--- config.mk ---
export PLATFORM = sky130hd
export DESIGN_NAME = minicpu_program_sequencer
export DESIGN_NICKNAME = d
export VERILOG_FILES = /design/src/rtl/minicpu_pkg.sv /design/src/rtl/minicpu_seq_ram.sv /design/src/rtl/minicpu_program_sequencer.sv
export SDC_FILE = /design/constraint.sdc
export NUM_CORES = 1
export LEC_CHECK = 0
export ABC_AREA = 1
export CORE_MARGIN = 2
export CORE_UTILIZATION = 30
export CTS_CLUSTER_DIAMETER = 30
export DETAILED_ROUTE_END_ITERATION = 8
export DONT_BUFFER_PORTS = 1
export SYNTH_ARGS = -nofsm -noshare
export SYNTH_HDL_FRONTEND = slang
export SYNTH_SLANG_ARGS = --single-unit
--- constraint.sdc ---
create_clock -name CLK -period 1.9 [get_ports CLK]
set_input_delay 0.38 -clock CLK [delete_from_list [all_inputs] [get_ports CLK]]
set_output_delay 0.38 -clock CLK [all_outputs]
set_load 0.1 [all_outputs]
--- src/rtl/minicpu_pkg.sv ---
// Shared MiniCPU definitions: bus widths, instruction field slices, sequencer states.
// Latency: n/a (types and constants only).
// Backpressure: n/a.
package minicpu_pkg;

    localparam int INSTR_W  = 12;
    localparam int RESULT_W = 8;

    // Instruction word layout; the sequencer treats both fields as opaque.
    localparam int OPC_MSB  = 11;
    localparam int OPC_LSB  = 8;
    localparam int OPND_MSB = 7;
    localparam int OPND_LSB = 0;

    typedef enum logic [1:0] {
        IDLE   = 2'd0,
        RUN    = 2'd1,
        FINISH = 2'd2
    } seq_state_t;

endpackage

--- src/rtl/minicpu_seq_ram.sv ---
// One-write/one-read synchronous RAM with a registered read port.
// Latency: 1 cycle read; a read of the address being written returns the old word.
// Backpressure: none; rclr/rst force the read register to CLR_VAL instead of reading.
module minicpu_seq_ram #(
    parameter int               WIDTH   = 12,
    parameter int               DEPTH   = 16,
    parameter int               ADDR_W  = 4,
    parameter logic [WIDTH-1:0] CLR_VAL = '0
) (
    input  logic              clk,
    input  logic              rst,
    input  logic              we,
    input  logic [ADDR_W-1:0] waddr,
    input  logic [WIDTH-1:0]  wdata,
    input  logic [ADDR_W-1:0] raddr,
    input  logic              rclr,
    output logic [WIDTH-1:0]  rdata
);

    // Storage is deliberately left out of reset so contents survive a run abort.
    logic [WIDTH-1:0] mem [DEPTH];

    always_ff @(posedge clk) begin
        if (we) begin
            mem[waddr] <= wdata;
        end
    end

    always_ff @(posedge clk) begin
        if (rst || rclr) begin
            rdata <= CLR_VAL;
        end else begin
            rdata <= mem[raddr];
        end
    end

endmodule

--- src/rtl/minicpu_program_sequencer.sv ---
// Issues a loaded program to the MiniCPU one word per HOLD_CYCLES clocks and buffers results.
// Latency: first word on CPU_IN one cycle after START; DONE at START+1+n*HOLD_CYCLES.
// Backpressure: none; START and PROG_WE are ignored while a run is in progress.
module minicpu_program_sequencer
    import minicpu_pkg::*;
#(
    parameter int                 DEPTH       = 16,
    parameter int                 ADDR_W      = 4,
    parameter int                 HOLD_CYCLES = 3,
    parameter bit                 STOP_ON_OVF = 1'b0,
    parameter logic [INSTR_W-1:0] IDLE_WORD   = 12'h000
) (
    input  logic                CLK,
    input  logic                RST,
    input  logic                PROG_WE,
    input  logic [ADDR_W-1:0]   PROG_ADDR,
    input  logic [INSTR_W-1:0]  PROG_DATA,
    input  logic                START,
    input  logic [ADDR_W:0]     PROG_LEN,
    output logic [INSTR_W-1:0]  CPU_IN,
    input  logic [RESULT_W-1:0] CPU_RESULT,
    input  logic                CPU_OVERFLOW,
    input  logic [ADDR_W-1:0]   RES_ADDR,
    output logic [RESULT_W:0]   RES_DATA,
    output logic                BUSY,
    output logic                DONE,
    output logic [ADDR_W:0]     OVF_COUNT,
    output logic                HALTED_OVF
);

    localparam int                HOLD_W    = (HOLD_CYCLES > 1) ? $clog2(HOLD_CYCLES) : 1;
    localparam logic [HOLD_W-1:0] HOLD_LAST = HOLD_W'(HOLD_CYCLES - 1);
    localparam logic [HOLD_W-1:0] HOLD_ONE  = HOLD_W'(1);
    localparam logic [ADDR_W:0]   DEPTH_L   = (ADDR_W + 1)'(DEPTH);
    localparam logic [ADDR_W:0]   CNT_ONE   = (ADDR_W + 1)'(1);
    localparam logic [ADDR_W-1:0] IDX_ONE   = ADDR_W'(1);

    seq_state_t        state;
    logic [ADDR_W:0]   len;
    logic [ADDR_W-1:0] idx;
    logic [HOLD_W-1:0] hold;
    logic              busy_q;
    logic              done_q;
    logic [ADDR_W:0]   ovf_cnt;
    logic              halted_q;

    logic [ADDR_W:0]   start_len;
    logic              capture;
    logic              last_word;
    logic              stop_early;
    logic              run_end;
    logic              prog_we_ok;
    logic [ADDR_W-1:0] prog_raddr;
    logic              prog_rclr;

    assign start_len  = (PROG_LEN > DEPTH_L) ? DEPTH_L : PROG_LEN;
    assign capture    = (state == RUN) && (hold == HOLD_LAST);
    assign last_word  = ({1'b0, idx} == (len - CNT_ONE));
    assign stop_early = STOP_ON_OVF && CPU_OVERFLOW;
    assign run_end    = capture && (last_word || stop_early);
    assign prog_we_ok = PROG_WE && (state == IDLE);

    // The program RAM read register is CPU_IN itself, so the address presented
    // here is the word that must be on the bus in the following cycle.
    always_comb begin
        prog_raddr = '0;
        prog_rclr  = 1'b1;
        case (state)
            IDLE: begin
                if (START && (start_len != '0)) begin
                    prog_rclr = 1'b0;
                end
            end
            RUN: begin
                if (!run_end) begin
                    prog_rclr  = 1'b0;
                    prog_raddr = capture ? (idx + IDX_ONE) : idx;
                end
            end
            default: begin
                prog_rclr = 1'b1;
            end
        endcase
    end

    always_ff @(posedge CLK) begin
        if (RST) begin
            state    <= IDLE;
            len      <= '0;
            idx      <= '0;
            hold     <= '0;
            busy_q   <= 1'b0;
            done_q   <= 1'b0;
            ovf_cnt  <= '0;
            halted_q <= 1'b0;
        end else begin
            done_q <= 1'b0;
            case (state)
                IDLE: begin
                    if (START) begin
                        len      <= start_len;
                        idx      <= '0;
                        hold     <= '0;
                        ovf_cnt  <= '0;
                        halted_q <= 1'b0;
                        if (start_len == '0) begin
                            state  <= FINISH;
                            done_q <= 1'b1;
                        end else begin
                            state  <= RUN;
                            busy_q <= 1'b1;
                        end
                    end
                end
                RUN: begin
                    if (capture) begin
                        if (CPU_OVERFLOW && (ovf_cnt < DEPTH_L)) begin
                            ovf_cnt <= ovf_cnt + CNT_ONE;
                        end
                        if (run_end) begin
                            state    <= FINISH;
                            busy_q   <= 1'b0;
                            done_q   <= 1'b1;
                            // An overflow on the final word is a normal completion.
                            halted_q <= stop_early && !last_word;
                        end else begin
                            idx  <= idx + IDX_ONE;
                            hold <= '0;
                        end
                    end else begin
                        hold <= hold + HOLD_ONE;
                    end
                end
                FINISH: begin
                    state <= IDLE;
                end
                default: begin
                    state  <= IDLE;
                    busy_q <= 1'b0;
                end
            endcase
        end
    end

    minicpu_seq_ram #(
        .WIDTH   (INSTR_W),
        .DEPTH   (DEPTH),
        .ADDR_W  (ADDR_W),
        .CLR_VAL (IDLE_WORD)
    ) u_prog_ram (
        .clk   (CLK),
        .rst   (RST),
        .we    (prog_we_ok),
        .waddr (PROG_ADDR),
        .wdata (PROG_DATA),
        .raddr (prog_raddr),
        .rclr  (prog_rclr),
        .rdata (CPU_IN)
    );

    minicpu_seq_ram #(
        .WIDTH   (RESULT_W + 1),
        .DEPTH   (DEPTH),
        .ADDR_W  (ADDR_W),
        .CLR_VAL ('0)
    ) u_res_ram (
        .clk   (CLK),
        .rst   (RST),
        .we    (capture),
        .waddr (idx),
        .wdata ({CPU_OVERFLOW, CPU_RESULT}),
        .raddr (RES_ADDR),
        .rclr  (1'b0),
        .rdata (RES_DATA)
    );

    assign BUSY       = busy_q;
    assign DONE       = done_q;
    assign OVF_COUNT  = ovf_cnt;
    assign HALTED_OVF = halted_q;

endmodule

==> impl_metrics.env, run 1 <==
export IMPL_hold_end="u_res_ram.rdata[1]"
export IMPL_leakage_nw=8.184
export IMPL_cp_end_kind="flop"
export IMPL_grt_pass1_wl_um=67380
export IMPL_grt_overflow=0
export IMPL_fmax_mhz=458.9
export IMPL_dieWidth_um=233.7
export IMPL_netlist_instances=1416
export IMPL_io_pins=67
export IMPL_relSlewSlack_pct=27.31
export IMPL_drc_errors=0
export IMPL_reg2reg_from="len[1]"
export IMPL_start_kind="flop"
export IMPL_hold_viol_final=0
export IMPL_setup_tns_ns=-2.453
export IMPL_drive_above_1_share_pct=26.97
export IMPL_routabilityCongestion=0.8728
export IMPL_maxCapViolations=0
export IMPL_dp_hpwl_um=26080
export IMPL_critPathArrivalTime_ns=2.71
export IMPL_synthesis_area_sq_um=15830
export IMPL_routedWlPerCell_um=19.14
export IMPL_cts_tree="yes"
export IMPL_worst_pin_slew_ns=1.087
export IMPL_ys_top_cells_by_area="edfxtp_1 64%, dfxtp_1 5.2%, nor2_1 5.1%"
export IMPL_fin_nets=1650
export IMPL_hold_slack_ns=0.04314
export IMPL_clock_skew_final_ns=0.02359
export IMPL_grt_start_max_net_pins=74
export IMPL_drt_iter0_markers=1133
export IMPL_crit_required_ns=2.43
export IMPL_wirelength_um=45050
export IMPL_insertion_delay_ns=0.60
export IMPL_track_usage_pct=16.27
export IMPL_initial_core_util_pct=30.24
export IMPL_rsz0062_at_grt="yes"
export IMPL_min_from="RES_ADDR[2]"
export IMPL_synth_cell_type_count=37
export IMPL_grt_antenna_before_repair=0
export IMPL_final_max_slew_viol_count=0
export IMPL_setup_slack_ns=-0.2792
export IMPL_synth_top_area_cell="edfxtp_1"
export IMPL_clk_pin_slew_worst_paths_ns=0.05
export IMPL_worstHoldPathCells=2
export IMPL_synth_top_cell_area_share_pct=63.74
export IMPL_clockRootBuffer="clkbuf_16"
export IMPL_first_pass_iters=5
export IMPL_setup_viol=12
export IMPL_r2r_slack_ns=-0.28
export IMPL_hold_class="in -> reg"
export IMPL_first_global_vias=11620
export IMPL_cp_max_fo=6
export IMPL_fin_crit_ns=2.179
export IMPL_ant_nets=0
export IMPL_die_area_sq_um=54620
export IMPL_r2r_end="u_prog_ram.rdata[9]"
export IMPL_violations="negative setup slack"
export IMPL_ys_warn_count=0
export IMPL_cts_sinks=377
export IMPL_numCtsBuffers=75
export IMPL_reg2reg_depth=17
export IMPL_viasPerCell=4.979
export IMPL_p_per_area_nw_per_um2=1147
export IMPL_fin_crit_sh_pct=114.7
export IMPL_status="finished, violations left"
export IMPL_rows=84
export IMPL_avgSynthCellArea_sq_um=11.18
export IMPL_core_area_sq_um=52340
export IMPL_ys_ff_latch=377
export IMPL_synth_nets=1460
export IMPL_antenna_cells=0
export IMPL_die_h_um=233.7
export IMPL_mostFrequentLayoutCells="336 x edfxtp_1, 177 x nor2_1, 155 x inv_1"
export IMPL_vias=11720
export IMPL_cts_max_path_buffers=3
export IMPL_yosysSeqAreaShare_pct=68.93
export IMPL_peakVddDrop_v=0.0009224
export IMPL_area_growth_pct=37.21
export IMPL_cts_max_level=3
export IMPL_io_buffers=0
export IMPL_crit_type="reg -> reg"
export IMPL_mostFrequentLayoutCell="edfxtp_1"
where the power goes:
group          internal [W]  switching (W)
Combinational      0.000707        0.00139
Sequential          0.00915      0.0000506
Clock               0.00908        0.00453
Total                0.0189        0.00597
worst max path at each step:
stage | start | end | slack [ns] | cells past startpoint
2_1_floorplan | len[0] | u_prog_ram.rdata[0] | 0.007 | 15
3_3_place_gp | len[0] | u_prog_ram.rdata[4] | -0.46 | 16
3_5_place_dp | len[1] | u_prog_ram.rdata[4] | -0.49 | 16
4_1_cts | len[1] | u_prog_ram.rdata[0] | -0.18 | 17
5_1_grt | len[1] | u_prog_ram.rdata[9] | -0.34 | 18
6_report | len[1] | u_prog_ram.rdata[9] | -0.28 | 17
state kept, by name, summed over array words and instances, names as in the netlist, 4 cells and up:
signal and cells:
u_prog_ram.mem 192, u_res_ram.mem 144, u_prog_ram.rdata 12, u_res_ram.rdata 9, OVF_COUNT 5, len 5, idx 4
cells by family after synthesis:
group,after synthesis,share of synthesized area (%)
fa+ha+maj,6,0.4743
compound gates,182,6.703
flops,377,68.93
other cells,1,0.02369
simple gates,589,16.91
buf+inv,256,6.569
xor+xnor,5,0.3953
metrics by stage:
stage | utilization, % | setup slack [ns] | cell area (sq um) | total power, W | cells
after floorplan | - | 0.006723 | 15850 | 0.01039 | 1416
after detailed placement | 33.98 | -0.4898 | 17790 | 0.01094 | 2172
after global routing | 41.49 | -0.3381 | 21720 | 0.02565 | 2353
after CTS | 40.63 | -0.1793 | 21270 | 0.02495 | 2346
after global placement | 33.98 | -0.4634 | 17790 | 0.01093 | 2172
final | 41.49 | -0.2792 | 21720 | 0.02492 | 2353
area by class of cell:
class | count | area (sq um)
flip-flops and latches | 377 | 10910
repair buffers | 200 | 2151
well taps | 688 | 860.8
fillers | 4751 | 30620
inverters | 169 | 641.9
clock inverters | 54 | 705.7
clock buffers | 82 | 1934
multi-input cells | 783 | 4512
cell usage after synthesis (all sizes together):
library cell  number
buf               39
dfxtp             41
a21oi             33
ha                 6
edfxtp           336
nand4             85
clkbuf            48
nor3               4
clkinv             2
conb               1
nor4               1
nand3            143
nand2            138
nor2             216
o211ai            14
xnor2              2
o21ai             92
nor3b              2
o22ai             18
inv              167
o221ai            22
a211oi             1
xor2               3
a2111oi            2
critical path, stage by stage (launching register included):
cell and delay, ns:
dfxtp_2 0.33, inv_2 0.05, ha_4 0.26, inv_2 0.03
nand2_2 0.04, nand2_2 0.04, nand3_2 0.08, nor2_4 0.04
nand2_4 0.12, nand3_4 0.12, buf_12 0.17, buf_8 0.14
buf_6 0.13, nor2_2 0.09, nand2_1 0.09, nand3_2 0.10
nand3_2 0.08, a21oi_2 0.18
timing repair:
item	4_1_cts	5_1_grt
endpoints found under the setup margin	52	212
pin swaps	33	33
resized for setup	97	113
buffers inserted	6	4
endpoints found under the hold margin	360	0
hold buffers	27	0
gates cloned	6	4
routing by layer:
| metal | GRT usage, % | up-vias | share of wire, % |
|---|---|---|---|
| met5 | 0 | - | 0 |
| met3 | 3.979 | 105 | 8.2 |
| li1 | - | 5399 | - |
| met2 | 26.67 | 532 | 47 |
| met1 | 20.67 | 5679 | 41 |
| met4 | 6.448 | 0 | 3.2 |
Note: power is estimated with default switching activity, not from simulation.
==> run 2: changes to the inputs <==
--- a/config.mk
+++ b/config.mk
@@ -6,6 +6,7 @@
 export NUM_CORES = 1
 export LEC_CHECK = 0
 export ABC_AREA = 1
+export CORE_ASPECT_RATIO = 0.8
 export CORE_MARGIN = 2
 export CORE_UTILIZATION = 30
 export CTS_CLUSTER_DIAMETER = 30
==> impl_metrics.env, run 2 (same netlist as run 1, synthesis figures left out) <==
export IMPL_status="finished, violations left"
export IMPL_violations="negative setup slack"
export IMPL_dieWidth_um=260.8
export IMPL_numCtsBuffers=77
export IMPL_clk_pin_slew_worst_paths_ns=0.05
export IMPL_crit_type="reg -> reg"
export IMPL_hold_viol_final=0
export IMPL_drive_above_1_share_pct=27.29
export IMPL_maxCapViolations=0
export IMPL_start_kind="flop"
export IMPL_routedWlPerCell_um=19.29
export IMPL_drc_errors=0
export IMPL_cts_max_path_buffers=3
export IMPL_critPathArrivalTime_ns=2.66
export IMPL_first_pass_iters=6
export IMPL_grt_overflow=0
export IMPL_cts_tree="yes"
export IMPL_track_usage_pct=16.23
export IMPL_peakVddDrop_v=0.0008161
export IMPL_min_from="PROG_LEN[4]"
export IMPL_dp_hpwl_um=27020
export IMPL_regMostFlops="u_prog_ram.mem"
export IMPL_wirelength_um=46020
export IMPL_crit_required_ns=2.44
export IMPL_area_growth_pct=38.50
export IMPL_setup_tns_ns=-2.295
export IMPL_fin_crit_sh_pct=112.0
export IMPL_ant_nets=0
export IMPL_drt_iter0_markers=1152
export IMPL_initial_core_util_pct=30.28
export IMPL_rsz0062_at_grt="yes"
export IMPL_multi_input_area_sq_um=4408
export IMPL_seq_area_sq_um=10910
export IMPL_p_per_area_nw_per_um2=1174
export IMPL_final_core_util_pct=41.94
export IMPL_leakage_nw=8.350
export IMPL_grt_antenna_before_repair=8
export IMPL_reg2reg_depth=16
export IMPL_nFillCells=4719
export IMPL_relSlewSlack_pct=27.53
export IMPL_vias=11940
export IMPL_hold_slack_ns=0.05361
export IMPL_worstHoldPathCells=3
export IMPL_viasPerCell=5.005
export IMPL_io_pins=67
export IMPL_mostFrequentLayoutCells="336 x edfxtp_1, 167 x nor2_1, 156 x inv_1"
export IMPL_first_global_vias=11600
export IMPL_core_area_sq_um=52270
export IMPL_setup_slack_ns=-0.2275
export IMPL_cts_sinks=377
export IMPL_r2r_end="u_prog_ram.rdata[0]"
export IMPL_fin_crit_ns=2.128
export IMPL_insertion_delay_ns=0.62
export IMPL_hold_class="in -> reg"
export IMPL_routabilityCongestion=0.8751
export IMPL_r2r_slack_ns=-0.23
export IMPL_crit_start="len[1]"
export IMPL_reg2reg_from="len[1]"
export IMPL_hold_end="len[2]"
export IMPL_rows=75
export IMPL_cp_max_fo=13
export IMPL_grt_pass1_wl_um=67820
export IMPL_mostFrequentLayoutCell="edfxtp_1"
export IMPL_die_h_um=209.5
export IMPL_grt_start_max_net_pins=74
export IMPL_setup_viol=13
export IMPL_reg_top3="u_prog_ram.mem (192), u_res_ram.mem (144), u_prog_ram.rdata (12)"
export IMPL_fmax_mhz=470.0
export IMPL_largest_reg_flops=192
export IMPL_clock_skew_final_ns=0.03653
export IMPL_die_area_sq_um=54630
export IMPL_cp_end_kind="flop"
export IMPL_final_max_slew_viol_count=0
export IMPL_cts_max_level=3
export IMPL_clockRootBuffer="clkbuf_16"
export IMPL_io_buffers=0
export IMPL_pre_cts_ws_ns=-0.4013
export IMPL_worst_pin_slew_ns=1.083
export IMPL_fin_nets=1669
[run 2: changes by cell type in the layout (fill, tap and decap cells not counted), sizes merged]
cell | previous run | this run
clkinv | 28 | 21
inv | 176 | 185
clkinvlp | 7 | 3
bufbuf | 2 | 0
bufinv | 12 | 16
diode | 0 | 4
dlygate4sd3 | 27 | 29
buf | 169 | 181
clkbuf | 84 | 94
[run 2: power by group]
| part | total (W) | switching (W) | internal, W |
|---|---|---|---|
| clock | 0.0146 | 0.00468 | 0.00987 |
| combinational | 0.00198 | 0.00133 | 0.000653 |
| sequential | 0.00921 | 0.0000535 | 0.00916 |
| total | 0.0257 | 0.00607 | 0.0197 |
[run 2: layer usage]
metal	part of all wire (%)	up-vias	GRT usage (%)	wire [um]
met5	0.072	-	0	33
met4	2.7	4	6.522	1250
met3	9.2	107	4.022	4254
met2	45	557	24.15	20600
met1	43	5805	22.64	19880
li1	-	5468	-	-
[run 2: what timing repair did]
item,CTS,global route
hold buffers,29,0
setup buffers,6,12
resized for setup,47,136
gates cloned,3,9
pin swaps,13,47
hold endpoints to repair,360,0
setup endpoints to repair,56,230
[run 2: worst max-delay path by stage]
stage / endpoint / slack, ns / cells after the start
2_1_floorplan: u_prog_ram.rdata[0] / 0.007 / 15
3_3_place_gp: u_prog_ram.rdata[0] / -0.38 / 15
3_5_place_dp: u_prog_ram.rdata[0] / -0.40 / 15
4_1_cts: u_prog_ram.rdata[9] / -0.18 / 16
5_1_grt: u_prog_ram.rdata[9] / -0.36 / 16
6_report: u_prog_ram.rdata[0] / -0.23 / 16
[run 2: metrics by stage]
step / cells / area [sq um] / power [W]
3_3_place_gp: 2183 / 17770 / 0.01091
2_1_floorplan: 1416 / 15850 / 0.01039
5_1_grt: 2386 / 21920 / 0.02649
6_report: 2386 / 21920 / 0.02574
4_1_cts: 2364 / 21210 / 0.02574
3_5_place_dp: 2183 / 17770 / 0.01092
[run 2: worst max-delay path, stage by stage (launching register included)]
cell     delay, ns
dfxtp_2       0.33
inv_2         0.05
ha_4          0.27
inv_2         0.03
nand2_2       0.05
nand2_2       0.05
nand3_2       0.09
nor2_4        0.04
nand2_4       0.16
nand3_4       0.13
buf_12        0.19
buf_16        0.16
nor2_1        0.08
nand2_1       0.06
nand3_2       0.09
nand3_4       0.11
a21oi_2       0.15
[run 2: final cells by class]
cell class | instances | area share [%]
clock inverter | 56 | 3.767
inverter | 169 | 2.894
antenna | 4 | 0.04566
tap | 693 | 3.955
clock buffer | 87 | 9.103
timing repair buffer | 217 | 10.34
sequential | 377 | 49.79
multi-input combinational | 783 | 20.11
